[config.mk]
export PLATFORM = sky130hd
export DESIGN_NAME = obi_mux_2_axi
export DESIGN_NICKNAME = d
export VERILOG_FILES = /design/src/rtl/dual_helix_pkg.sv /design/src/rtl/rr_arb_pick.sv /design/src/rtl/obi_mux_2_axi.sv
export SDC_FILE = /design/constraint.sdc
export NUM_CORES = 1
export LEC_CHECK = 0
export CELL_PAD_IN_SITES_DETAIL_PLACEMENT = 0
export CELL_PAD_IN_SITES_GLOBAL_PLACEMENT = 1
export CORE_AREA = 10 10 244 246
export CTS_CLUSTER_DIAMETER = 100
export DETAILED_ROUTE_END_ITERATION = 6
export DIE_AREA = 0 0 254 256
export GPL_TIMING_DRIVEN = 0
export PLACE_DENSITY_LB_ADDON = 0.05
export SYNTH_ARGS = -nofsm -noshare
export SYNTH_HDL_FRONTEND = slang
export SYNTH_SLANG_ARGS = --single-unit
[constraint.sdc]
create_clock -name clk_i -period 8.4 [get_ports clk_i]
set_clock_uncertainty 0.2 [all_clocks]
set_input_delay 0.84 -clock clk_i [delete_from_list [all_inputs] [get_ports clk_i]]
set_output_delay 0.84 -clock clk_i [all_outputs]
set_load 0.03 [all_outputs]
[src/rtl/dual_helix_pkg.sv]
// Shared types for the OBI-to-AXI multiplexer: AXI4 channel structs sized for
// the default four-port configuration, response-routing width and FSM states.
package dual_helix_pkg;

    localparam int unsigned DHS_NUM_PORTS = 4;
    localparam int unsigned DHS_AXI_IDW   = (DHS_NUM_PORTS > 1) ? $clog2(DHS_NUM_PORTS) : 1;
    // Width of the id used to route R/B beats back to an OBI port.
    localparam int unsigned DHS_RSP_ROUTE_W = DHS_AXI_IDW;
    localparam int unsigned DHS_AXI_ADDRW   = 32;
    localparam int unsigned DHS_AXI_DATAW   = 32;
    localparam int unsigned DHS_AXI_STRBW   = DHS_AXI_DATAW / 8;
    localparam int unsigned DHS_AXI_USERW   = 1;

    localparam logic [1:0] AXI_BURST_INCR  = 2'b01;
    localparam logic [1:0] AXI_RESP_OKAY   = 2'b00;
    localparam logic [1:0] AXI_RESP_EXOKAY = 2'b01;
    localparam logic [1:0] AXI_RESP_SLVERR = 2'b10;
    localparam logic [1:0] AXI_RESP_DECERR = 2'b11;

    typedef enum logic [1:0] {
        MUX_IDLE = 2'd0,
        MUX_RD   = 2'd1,
        MUX_WR   = 2'd2
    } mux_state_e;

    typedef struct packed {
        logic [DHS_RSP_ROUTE_W-1:0] id;
        logic [DHS_AXI_ADDRW-1:0]   addr;
        logic [7:0]                 len;
        logic [2:0]                 size;
        logic [1:0]                 burst;
        logic                       lock;
        logic [3:0]                 cache;
        logic [2:0]                 prot;
        logic [3:0]                 qos;
        logic [3:0]                 region;
        logic [5:0]                 atop;
        logic [DHS_AXI_USERW-1:0]   user;
    } dhs_cl_sp_axi_aw_t;

    typedef struct packed {
        logic [DHS_AXI_DATAW-1:0] data;
        logic [DHS_AXI_STRBW-1:0] strb;
        logic                     last;
        logic [DHS_AXI_USERW-1:0] user;
    } dhs_cl_sp_axi_w_t;

    typedef struct packed {
        logic [DHS_RSP_ROUTE_W-1:0] id;
        logic [1:0]                 resp;
        logic [DHS_AXI_USERW-1:0]   user;
    } dhs_cl_sp_axi_b_t;

    typedef struct packed {
        logic [DHS_RSP_ROUTE_W-1:0] id;
        logic [DHS_AXI_ADDRW-1:0]   addr;
        logic [7:0]                 len;
        logic [2:0]                 size;
        logic [1:0]                 burst;
        logic                       lock;
        logic [3:0]                 cache;
        logic [2:0]                 prot;
        logic [3:0]                 qos;
        logic [3:0]                 region;
        logic [DHS_AXI_USERW-1:0]   user;
    } dhs_cl_sp_axi_ar_t;

    typedef struct packed {
        logic [DHS_RSP_ROUTE_W-1:0] id;
        logic [DHS_AXI_DATAW-1:0]   data;
        logic [1:0]                 resp;
        logic                       last;
        logic [DHS_AXI_USERW-1:0]   user;
    } dhs_cl_sp_axi_r_t;

    // Handshake rule on every channel: a beat transfers in the cycle where
    // valid and ready are both high; valid never waits on ready.
    typedef struct packed {
        dhs_cl_sp_axi_aw_t aw;
        logic              aw_valid;
        dhs_cl_sp_axi_w_t  w;
        logic              w_valid;
        logic              b_ready;
        dhs_cl_sp_axi_ar_t ar;
        logic              ar_valid;
        logic              r_ready;
    } dhs_cl_sp_axi_req_t;

    typedef struct packed {
        logic              aw_ready;
        logic              ar_ready;
        logic              w_ready;
        logic              b_valid;
        dhs_cl_sp_axi_b_t  b;
        logic              r_valid;
        dhs_cl_sp_axi_r_t  r;
    } dhs_cl_sp_axi_resp_t;

endpackage

[src/rtl/rr_arb_pick.sv]
// Round-robin pick: first requester at or after ptr_i (wrapping), returned
// both as a one-hot grant and as an index.
module rr_arb_pick #(
    parameter int unsigned N    = 4,
    parameter int unsigned IDXW = (N > 1) ? $clog2(N) : 1
) (
    input  logic [N-1:0]    req_i,
    input  logic [IDXW-1:0] ptr_i,
    output logic [N-1:0]    gnt_o,
    output logic [IDXW-1:0] idx_o,
    output logic            valid_o
);

    logic [IDXW-1:0] cand;

    always_comb begin
        gnt_o   = '0;
        idx_o   = '0;
        valid_o = 1'b0;
        cand    = '0;
        for (int unsigned k = 0; k < N; k++) begin
            cand = IDXW'((32'(ptr_i) + k) % N);
            if (!valid_o && req_i[cand]) begin
                valid_o     = 1'b1;
                idx_o       = cand;
                gnt_o[cand] = 1'b1;
            end
        end
    end

endmodule

[src/rtl/obi_mux_2_axi.sv]
// Multiplexes NUM_PORTS OBI slave ports onto one AXI4 master, one single-beat
// command at a time, routing R/B responses back to the issuing port by AXI id.
module obi_mux_2_axi
    import dual_helix_pkg::*;
#(
    parameter int unsigned NUM_PORTS = 4,
    parameter int unsigned OBI_ADDRW = 32,
    parameter int unsigned OBI_DATAW = 32,
    parameter int unsigned OBI_STRBW = OBI_DATAW / 8,
    parameter int unsigned MAX_OUTST = 4,
    parameter type axi_req_t  = dhs_cl_sp_axi_req_t,
    parameter type axi_resp_t = dhs_cl_sp_axi_resp_t
) (
    input  logic                                 clk_i,
    input  logic                                 srst_i,
    input  logic [NUM_PORTS-1:0][OBI_ADDRW-1:0]  addr_i,
    input  logic [NUM_PORTS-1:0]                 we_i,
    input  logic [NUM_PORTS-1:0][OBI_DATAW-1:0]  wdata_i,
    input  logic [NUM_PORTS-1:0][OBI_STRBW-1:0]  be_i,
    input  logic [NUM_PORTS-1:0]                 req_i,
    output logic [NUM_PORTS-1:0]                 gnt_o,
    output logic [NUM_PORTS-1:0]                 rvalid_o,
    output logic [NUM_PORTS-1:0][OBI_DATAW-1:0]  rdata_o,
    output logic [NUM_PORTS-1:0]                 err_o,
    output axi_req_t                             axi_req_o,
    input  axi_resp_t                            axi_resp_i,
    output logic                                 unexp_rsp_o
);

    localparam int unsigned IDW  = (NUM_PORTS > 1) ? $clog2(NUM_PORTS) : 1;
    localparam int unsigned CNTW = $clog2(MAX_OUTST + 1);

    typedef struct packed {
        logic [OBI_ADDRW-1:0] addr;
        logic                 we;
        logic [OBI_DATAW-1:0] wdata;
        logic [OBI_STRBW-1:0] be;
        logic [IDW-1:0]       id;
    } cmd_t;

    mux_state_e                           state_q, state_d;
    logic [IDW-1:0]                       ptr_q, ptr_d;
    cmd_t                                 cmd_q, cmd_d;
    logic [NUM_PORTS-1:0][CNTW-1:0]       cnt_q, cnt_d;
    logic [NUM_PORTS-1:0]                 dir_q, dir_d;
    logic                                 aw_done_q, aw_done_d;
    logic                                 w_done_q, w_done_d;
    logic                                 unexp_q, unexp_d;
    logic [NUM_PORTS-1:0]                 rvalid_q, rvalid_d;
    logic [NUM_PORTS-1:0][OBI_DATAW-1:0]  rdata_q, rdata_d;
    logic [NUM_PORTS-1:0]                 err_q, err_d;

    logic [NUM_PORTS-1:0] elig, arb_req, arb_gnt, r_hit, b_hit;
    logic [IDW-1:0]       arb_idx;
    logic                 arb_valid, aw_fire, w_fire;
    logic [31:0]          r_id, b_id;
    logic                 unused_bits;

    // A port with commands in flight may only add more of the same direction,
    // so its R and B responses can never collide.
    always_comb begin
        elig = '0;
        for (int p = 0; p < NUM_PORTS; p++) begin
            elig[p] = req_i[p] && (cnt_q[p] < CNTW'(MAX_OUTST)) &&
                      ((cnt_q[p] == '0) || (we_i[p] == dir_q[p]));
        end
        arb_req = (state_q == MUX_IDLE && !srst_i) ? elig : '0;
    end

    rr_arb_pick #(
        .N    (NUM_PORTS),
        .IDXW (IDW)
    ) u_arb (
        .req_i   (arb_req),
        .ptr_i   (ptr_q),
        .gnt_o   (arb_gnt),
        .idx_o   (arb_idx),
        .valid_o (arb_valid)
    );

    assign gnt_o = arb_gnt;

    always_comb begin
        state_d   = state_q;
        ptr_d     = ptr_q;
        cmd_d     = cmd_q;
        aw_done_d = aw_done_q;
        w_done_d  = w_done_q;
        aw_fire   = 1'b0;
        w_fire    = 1'b0;

        axi_req_o          = '0;
        axi_req_o.r_ready  = 1'b1;
        axi_req_o.b_ready  = 1'b1;
        axi_req_o.aw.id    = cmd_q.id;
        axi_req_o.aw.addr  = cmd_q.addr;
        axi_req_o.aw.size  = 3'($clog2(OBI_STRBW));
        axi_req_o.aw.burst = AXI_BURST_INCR;
        axi_req_o.w.data   = cmd_q.wdata;
        axi_req_o.w.strb   = cmd_q.be;
        axi_req_o.w.last   = 1'b1;
        axi_req_o.ar.id    = cmd_q.id;
        axi_req_o.ar.addr  = cmd_q.addr;
        axi_req_o.ar.size  = 3'($clog2(OBI_STRBW));
        axi_req_o.ar.burst = AXI_BURST_INCR;

        unique case (state_q)
            MUX_IDLE: begin
                if (arb_valid) begin
                    cmd_d.addr  = addr_i[arb_idx];
                    cmd_d.we    = we_i[arb_idx];
                    cmd_d.wdata = wdata_i[arb_idx];
                    cmd_d.be    = be_i[arb_idx];
                    cmd_d.id    = arb_idx;
                    ptr_d       = (arb_idx == IDW'(NUM_PORTS - 1)) ? '0 : arb_idx + IDW'(1);
                    state_d     = we_i[arb_idx] ? MUX_WR : MUX_RD;
                    aw_done_d   = 1'b0;
                    w_done_d    = 1'b0;
                end
            end
            MUX_RD: begin
                axi_req_o.ar_valid = 1'b1;
                if (axi_resp_i.ar_ready) state_d = MUX_IDLE;
            end
            MUX_WR: begin
                axi_req_o.aw_valid = !aw_done_q;
                axi_req_o.w_valid  = !w_done_q;
                aw_fire = !aw_done_q && axi_resp_i.aw_ready;
                w_fire  = !w_done_q && axi_resp_i.w_ready;
                if ((aw_done_q || aw_fire) && (w_done_q || w_fire)) begin
                    state_d   = MUX_IDLE;
                    aw_done_d = 1'b0;
                    w_done_d  = 1'b0;
                end else begin
                    aw_done_d = aw_done_q || aw_fire;
                    w_done_d  = w_done_q || w_fire;
                end
            end
            default: state_d = MUX_IDLE;
        endcase
    end

    // A beat is accepted only if its id names a port that is still owed a
    // response; anything else is dropped and flagged.
    always_comb begin
        rvalid_d = '0;
        rdata_d  = rdata_q;
        err_d    = err_q;
        unexp_d  = unexp_q;
        cnt_d    = cnt_q;
        dir_d    = dir_q;
        r_hit    = '0;
        b_hit    = '0;
        r_id     = 32'(axi_resp_i.r.id);
        b_id     = 32'(axi_resp_i.b.id);
        for (int p = 0; p < NUM_PORTS; p++) begin
            r_hit[p] = axi_resp_i.r_valid && (r_id == 32'(p)) && (cnt_q[p] != '0);
            b_hit[p] = axi_resp_i.b_valid && (b_id == 32'(p)) && (cnt_q[p] != '0);
            if (r_hit[p]) begin
                rvalid_d[p] = 1'b1;
                rdata_d[p]  = axi_resp_i.r.data;
                err_d[p]    = axi_resp_i.r.resp[1];
            end else if (b_hit[p]) begin
                rvalid_d[p] = 1'b1;
                rdata_d[p]  = '0;
                err_d[p]    = axi_resp_i.b.resp[1];
            end
            if (arb_gnt[p]) begin
                if (cnt_q[p] == '0) dir_d[p] = we_i[p];
                if (!(r_hit[p] || b_hit[p])) cnt_d[p] = cnt_q[p] + CNTW'(1);
            end else if (r_hit[p] || b_hit[p]) begin
                cnt_d[p] = cnt_q[p] - CNTW'(1);
            end
        end
        if ((axi_resp_i.r_valid && !(|r_hit)) || (axi_resp_i.b_valid && !(|b_hit))) begin
            unexp_d = 1'b1;
        end
    end

    always_ff @(posedge clk_i) begin
        if (srst_i) begin
            state_q   <= MUX_IDLE;
            ptr_q     <= '0;
            cmd_q     <= '0;
            cnt_q     <= '0;
            dir_q     <= '0;
            aw_done_q <= 1'b0;
            w_done_q  <= 1'b0;
            unexp_q   <= 1'b0;
            rvalid_q  <= '0;
            rdata_q   <= '0;
            err_q     <= '0;
        end else begin
            state_q   <= state_d;
            ptr_q     <= ptr_d;
            cmd_q     <= cmd_d;
            cnt_q     <= cnt_d;
            dir_q     <= dir_d;
            aw_done_q <= aw_done_d;
            w_done_q  <= w_done_d;
            unexp_q   <= unexp_d;
            rvalid_q  <= rvalid_d;
            rdata_q   <= rdata_d;
            err_q     <= err_d;
        end
    end

    assign rvalid_o    = rvalid_q;
    assign rdata_o     = rdata_q;
    assign err_o       = err_q;
    assign unexp_rsp_o = unexp_q;

    assign unused_bits = ^{cmd_q.we, axi_resp_i.r.last, axi_resp_i.r.user,
                           axi_resp_i.r.resp[0], axi_resp_i.b.resp[0], axi_resp_i.b.user};

endmodule

* Yosys cells after proc, flatten, opt, wreduce, memory -nomap -nowiden
Cells that the tools add are included.
** Operators by class
- Add/sub/neg operators :: 12
- Bitwise gates (word level) :: 3
- Equality and inequality tests :: 20
- Reduce and logical (&&, ||, !) cells :: 89
- $lt $le $gt $ge :: 13
- Mux-type cells :: 87
** Operator list (count)
- $mux W32 :: 10
- $bmux W32 S2 :: 2
- $logic_and A1 B1 Y1 :: 37
- $mux W3 :: 12
- $mux W1 :: 35
- $mux W4 :: 6
- $reduce_and A2 Y1 :: 10
- $mux W2 :: 9
- $reduce_bool A2 Y1 :: 9
- $lt A2 B3 Y1 const B :: 5
- $ne A2 B2 Y1 const B :: 7
- $add A3 B1 Y3 const B :: 4
- $eq A2 B2 Y1 const B :: 6
- $logic_not A3 Y1 :: 4
- $lt A3 B3 Y1 const B :: 4
- $or A4 B4 Y4 :: 3
- $reduce_bool A3 Y1 :: 4
- $sub A3 B1 Y3 const B :: 4
- $logic_or A1 B1 Y1 :: 11
- $bmux W1 S2 :: 5
- $bmux W4 S2 :: 1
- $demux W1 S2 :: 4
- $ge A2 B1 Y1 const B :: 4
- $logic_not A1 Y1 :: 8
- other kinds (9) :: 20
** Storage, ports and cells
- Flip-flop bits (word level) :: 229

* Longest topological paths before layout
- Word-level depth :: 21
- Depth in mapped cells :: 17
- Mapped depth without buffers :: 14

* Modules after synthesis
From an unflattened synthesis, not the netlist that was laid out.
** Second synthesis, totals
- Cells, all modules :: 1171
- Area, all modules :: 11228.3 um^2
** By module, submodules not included
- obi_mux_2_axi :: seq. area each 4584.4 um^2, area each 10809.1 um^2, cells each 1126, times used 1
- rr_arb_pick :: seq. area each 0.0 um^2, area each 419.2 um^2, cells each 45, times used 1

* Least setup slack after synthesis
Ideal clock, no wire load.
- Path type :: input -> register
- Start point :: in srst_i
- End point :: reg cnt_q[4] (netlist name)
- Required time :: 8.141 ns
- Arrival time :: 3.836 ns
- Stages :: 13
- Setup slack :: 4.305 ns
- Cells stage by stage :: buf_6 > or3_1 > buf_4 > a211o_1 > o211a_1 > buf_2 > a22oi_1 > nand3_1 > xnor2_1 > ha_1 > or3b_2 > nor4_1 > a2111o_1
** RTL lines
- start: declaration :: line obi_mux_2_axi.sv:15 : input logic srst_i,
- end signal: assignment :: line obi_mux_2_axi.sv:197 : cnt_q <= cnt_d;
- end: declaration :: line obi_mux_2_axi.sv:44 : logic [NUM_PORTS-1:0][CNTW-1:0] cnt_q, cnt_d;

* Worst setup path after layout
- Start point :: reg ptr_q[0]
- End point :: out gnt_o[3]
** On the way
- Cells in the longest elaborated chain, start to end :: 12
- Elaborated cells on any way between the ends :: 47
- Classes of those cells :: 3 x add/sub; 8 x order compare; 23 x mux; 3 x bitwise; 10 x reduce/logical
** Ends and longest elaborated chain
- start: declaration :: line obi_mux_2_axi.sv:42 : logic [IDW-1:0] ptr_q, ptr_d;
- start signal: assignment :: line obi_mux_2_axi.sv:195 : ptr_q <= ptr_d;
- branches (longest 11 deep; another with $lt A2 B3 Y1)
- $mux W4 (*) :: line rr_arb_pick.sv:23 : if (!valid_o && req_i[cand]) begin
- end: declaration :: line obi_mux_2_axi.sv:21 : output logic [NUM_PORTS-1:0] gnt_o,
Mark *: on every way between the ends. The select of a mux whose other input is x is not followed.

==> flow_summary_export.csv <==
group,metric,value,unit
logic_synthesis,synth_area_leader_cell,"sky130_fd_sc_hd__dfxtp_1",
final_layout,final-seq-area,4584,µm²
sta,timing.final.setup_violations,0,
clocking,cts_setup_buffers,0,
clocking,cts_resized,0,
logic_synthesis,count_of_flip_flops_with_a_built_in_enable_after_synthesis,0,
sta,grt_setup_unrepaired,"false",
placement,globalplace.congestion,0.8664,
clocking,clock_transition_at_the_registers_of_the_reported_paths,0.06,ns
floorplanning,boundaryPins,648,
sta,tns,0,ns
placement,postPlaceCellArea,20040,µm²
logic_synthesis,synth-compound-area-share,25.96,%
clocking,tritoncts,"done",
logic_synthesis,synth-xor-area-share,0.5308,%
setup_path,path_class,"reg -> out",
sta,timing.slew.headroom,39.62,%
outcome,outcome,"finished clean",
floorplanning,initial_core_util,24.15,%
sta,maxSlewViolCount,0,
logic_synthesis,postSynthRegisterBits,229,
final_layout,finalNetCount,2539,
logic_synthesis,syn_avg_cell_area,8.651,µm²
floorplanning,die_w,254,µm
min_path,min-delay-start,"err_o[2]$_SDFFE_PP0N_",
final_layout,cell_area_after_layout,21230,µm²
final_layout,multiInputGateArea,7396,µm²
detailed_routing,post_drt_via_cell_ratio,4.931,
logic_synthesis,seq_area_frac_synth,34.73,%
clocking,cts.sink_count,229,
clocking,worstSkewPairLatency,0.61,ns
logic_synthesis,synthArstFlopShare,0,%
clocking,cts_htree_levels,1,
global_routing,gr-usage-all-layers,22.55,%
setup_path,crit_path_start_kind,"flip-flop",
detailed_routing,drt-wirelength-per-cell,26.30,µm
logic_synthesis,synthDominantCellAreaShare,34.73,%
detailed_routing,drc,0,
detailed_routing,detail_route.first_pass.iterations,5,
floorplanning,fp.coreArea,54660,µm²
logic_synthesis,synthesis.yosys.warnings,0,
setup_path,worstPathRequired,7.36,ns
run,max_cap_violations,0,
logic_synthesis,yosys.area_share.simple,18.11,%
power,p_total,6585,µW
logic_synthesis,netlist_instances,1526,
logic_synthesis,synth_top_family_by_area,"compound AO/OA/AOI/OAI gates",
sta,report.final.hold_viol_count,0,
global_routing,grt_first_pass_wirelength,108700,µm
final_layout,filler_cell_count_in_the_final_layout,5645,
clocking,holdBufCountCts,0,
min_path,min_path_type,"reg -> reg",
final_layout,drive_gt1_share,9.365,%
sta,fin_crit_sh,65.54,%
power,cellLeakagePower,0.008086,µW
clocking,cts_buffer_depth,3,
floorplanning,die_area,65020,µm²
logic_synthesis,synthMuxAreaShare,8.293,%
global_routing,grt_overflow,0,
logic_synthesis,syn_area,13200,µm²
floorplanning,placement_rows,86,
detailed_routing,route.antenna.remaining_nets,0,
logic_synthesis,synth_flop_cell,"sky130_fd_sc_hd__dfxtp_1",
sta,period_minus_slack,5.506,ns
setup_path,worst_r2r_src,"ptr_q[0]$_SDFFE_PP0P_",
placement,dpl.hpwl,63170,µm
logic_synthesis,yosysUniqueCellTypes,70,
global_routing,vias_in_the_first_global_route,14606,
setup_path,first_element_of_the_critical_path,"ptr_q[0]$_SDFFE_PP0P_",
global_routing,grt_start_max_net_pins,17,
power,vdd_ir_drop_max,0.1687,mV
detailed_routing,num_vias,14516,
sta,tightest_slew,0.9057,ns
clocking,root_buffer,"sky130_fd_sc_hd__clkbuf_16",
placement,place.port_buffers,570,
logic_synthesis,top_cells_by_area_in_the_synthesized_netlist,"sky130_fd_sc_hd__dfxtp_1 (35%), sky130_fd_sc_hd__mux2i_1 (8.0%), sky130_fd_sc_hd__a22oi_1 (7.4%)",
clocking,cts_made_buffers,31,
floorplanning,dieHeight,256,µm
setup_path,path_max_fanout,10,
detailed_routing,drt-initial-drc-count,831,
sta,fmaxAchievable,0.1816,GHz
setup_path,crit_arrival,4.47,ns
logic_synthesis,adder_cell_share_of_the_synthesized_area,1.137,%
detailed_routing,drt-total-wl,77440,µm
sta,worst_slack,2.894,ns
setup_path,setup.worst_path.end_class,"output pin",
power,power.density,310.2,nW/µm²
final_layout,finish.utilization,38.83,%
final_layout,areaGrowthSynthToFinish,60.79,%
placement,pre_cts_slack,3.176,ns
global_routing,antenna_violations_before_repair,28,
where the power goes:
group          internal (µW)  switching (µW)  total, µW  leakage [µW]
logic                   1400            2210       3610       0.00567
clock network            909             562       1470      0.000550
registers               1320             186       1500       0.00187
total                   3630            2960       6580       0.00809
synthesized netlist by cell type (26+ instances only):
cell type,count
sky130_fd_sc_hd__dfxtp_1,229
sky130_fd_sc_hd__nor2_1,165
sky130_fd_sc_hd__a22oi_1,130
sky130_fd_sc_hd__buf_4,106
sky130_fd_sc_hd__mux2i_1,106
sky130_fd_sc_hd__clkbuf_1,101
sky130_fd_sc_hd__nand2_1,67
sky130_fd_sc_hd__nor3b_1,67
sky130_fd_sc_hd__o211ai_1,58
sky130_fd_sc_hd__a211oi_1,54
sky130_fd_sc_hd__o21ai_0,31
sky130_fd_sc_hd__and3_1,28
sky130_fd_sc_hd__o31ai_1,26
cells in the final DEF (no fill, tap or decap), types with 23 or more instances in the layout:
cell type,n
sky130_fd_sc_hd__nand2_1,67
sky130_fd_sc_hd__a22oi_1,130
sky130_fd_sc_hd__conb_1,70
sky130_fd_sc_hd__nand3b_1,23
sky130_fd_sc_hd__clkbuf_16,31
sky130_fd_sc_hd__a211oi_1,54
sky130_fd_sc_hd__buf_4,106
sky130_fd_sc_hd__o2bb2ai_1,23
sky130_fd_sc_hd__clkbuf_1,103
sky130_fd_sc_hd__mux2i_1,106
sky130_fd_sc_hd__and3_1,28
sky130_fd_sc_hd__nor3b_1,67
sky130_fd_sc_hd__o21ai_0,31
sky130_fd_sc_hd__clkdlybuf4s50_1,570
sky130_fd_sc_hd__dfxtp_1,229
sky130_fd_sc_hd__nor2_1,165
sky130_fd_sc_hd__o211ai_1,58
sky130_fd_sc_hd__o31ai_1,26
cell families after synthesis:
family	Yosys count
fa+ha+maj	12
compound gates	447
xor+xnor	8
buf+inv	261
simple gates	458
mux	109
flops	229
other cells	2
critical path, cell delays in order (launching register included):
cell and delay, ns:
sky130_fd_sc_hd__dfxtp_1 0.42, sky130_fd_sc_hd__buf_2 0.28, sky130_fd_sc_hd__inv_1 0.23, sky130_fd_sc_hd__ha_1 0.34, sky130_fd_sc_hd__clkbuf_1 0.34, sky130_fd_sc_hd__inv_1 0.18, sky130_fd_sc_hd__nand2_1 0.12, sky130_fd_sc_hd__a21oi_1 0.07
sky130_fd_sc_hd__o211a_1 0.25, sky130_fd_sc_hd__buf_2 0.18, sky130_fd_sc_hd__a22oi_2 0.42, sky130_fd_sc_hd__nand3_1 0.32, sky130_fd_sc_hd__clkdlybuf4s50_1 0.69
area by class of cell:
class	instances	area share, %
buffer	243	6.637
clock buffer	42	4.274
multi-input combinational	1104	34.84
timing repair buffer	570	26.88
sequential	229	21.60
inverter	18	0.3183
tap	704	4.150
antenna	19	0.2240
clock inverter	15	1.079
flip-flops by register name, summed over array words and instances (netlist names):
name	count
w_done_q	1
aw_done_q	1
ptr_q	2
rdata_o	128
rvalid_o	4
err_o	4
unexp_rsp_o	1
cnt_q	12
state_q	2
dir_q	4
axi_req_o	70
final timing paths:
kind,end,slack (ns),cells after the start
max,gnt_o[3],2.89,12
min,err_o[2]$_SDFFE_PP0N_,0.28,2
max reg2reg,cnt_q[4]$_SDFFE_PP0P_,3.72,16
min reg2reg,err_o[2]$_SDFFE_PP0N_,0.28,2
per-layer routing:
layer / share of wire, % / track usage [%] / vias to the layer above
met5: 0.16 / 0 / -
met4: 1.9 / 6.636 / 18
met3: 9.1 / 8.944 / 83
met2: 48 / 37.82 / 487
met1: 41 / 25.89 / 7014
li1: - / - / 6914
stage by stage:
stage	hold WS (ns)	std cells
6_report	0.2849	2944
5_1_grt	0.3027	2938
4_1_cts	0.2884	2925
3_5_place_dp	0.2741	2868
3_3_place_gp	0.2656	2868
2_1_floorplan	0.2616	1594
No activity file was read; power rests on OpenSTA's default activity.
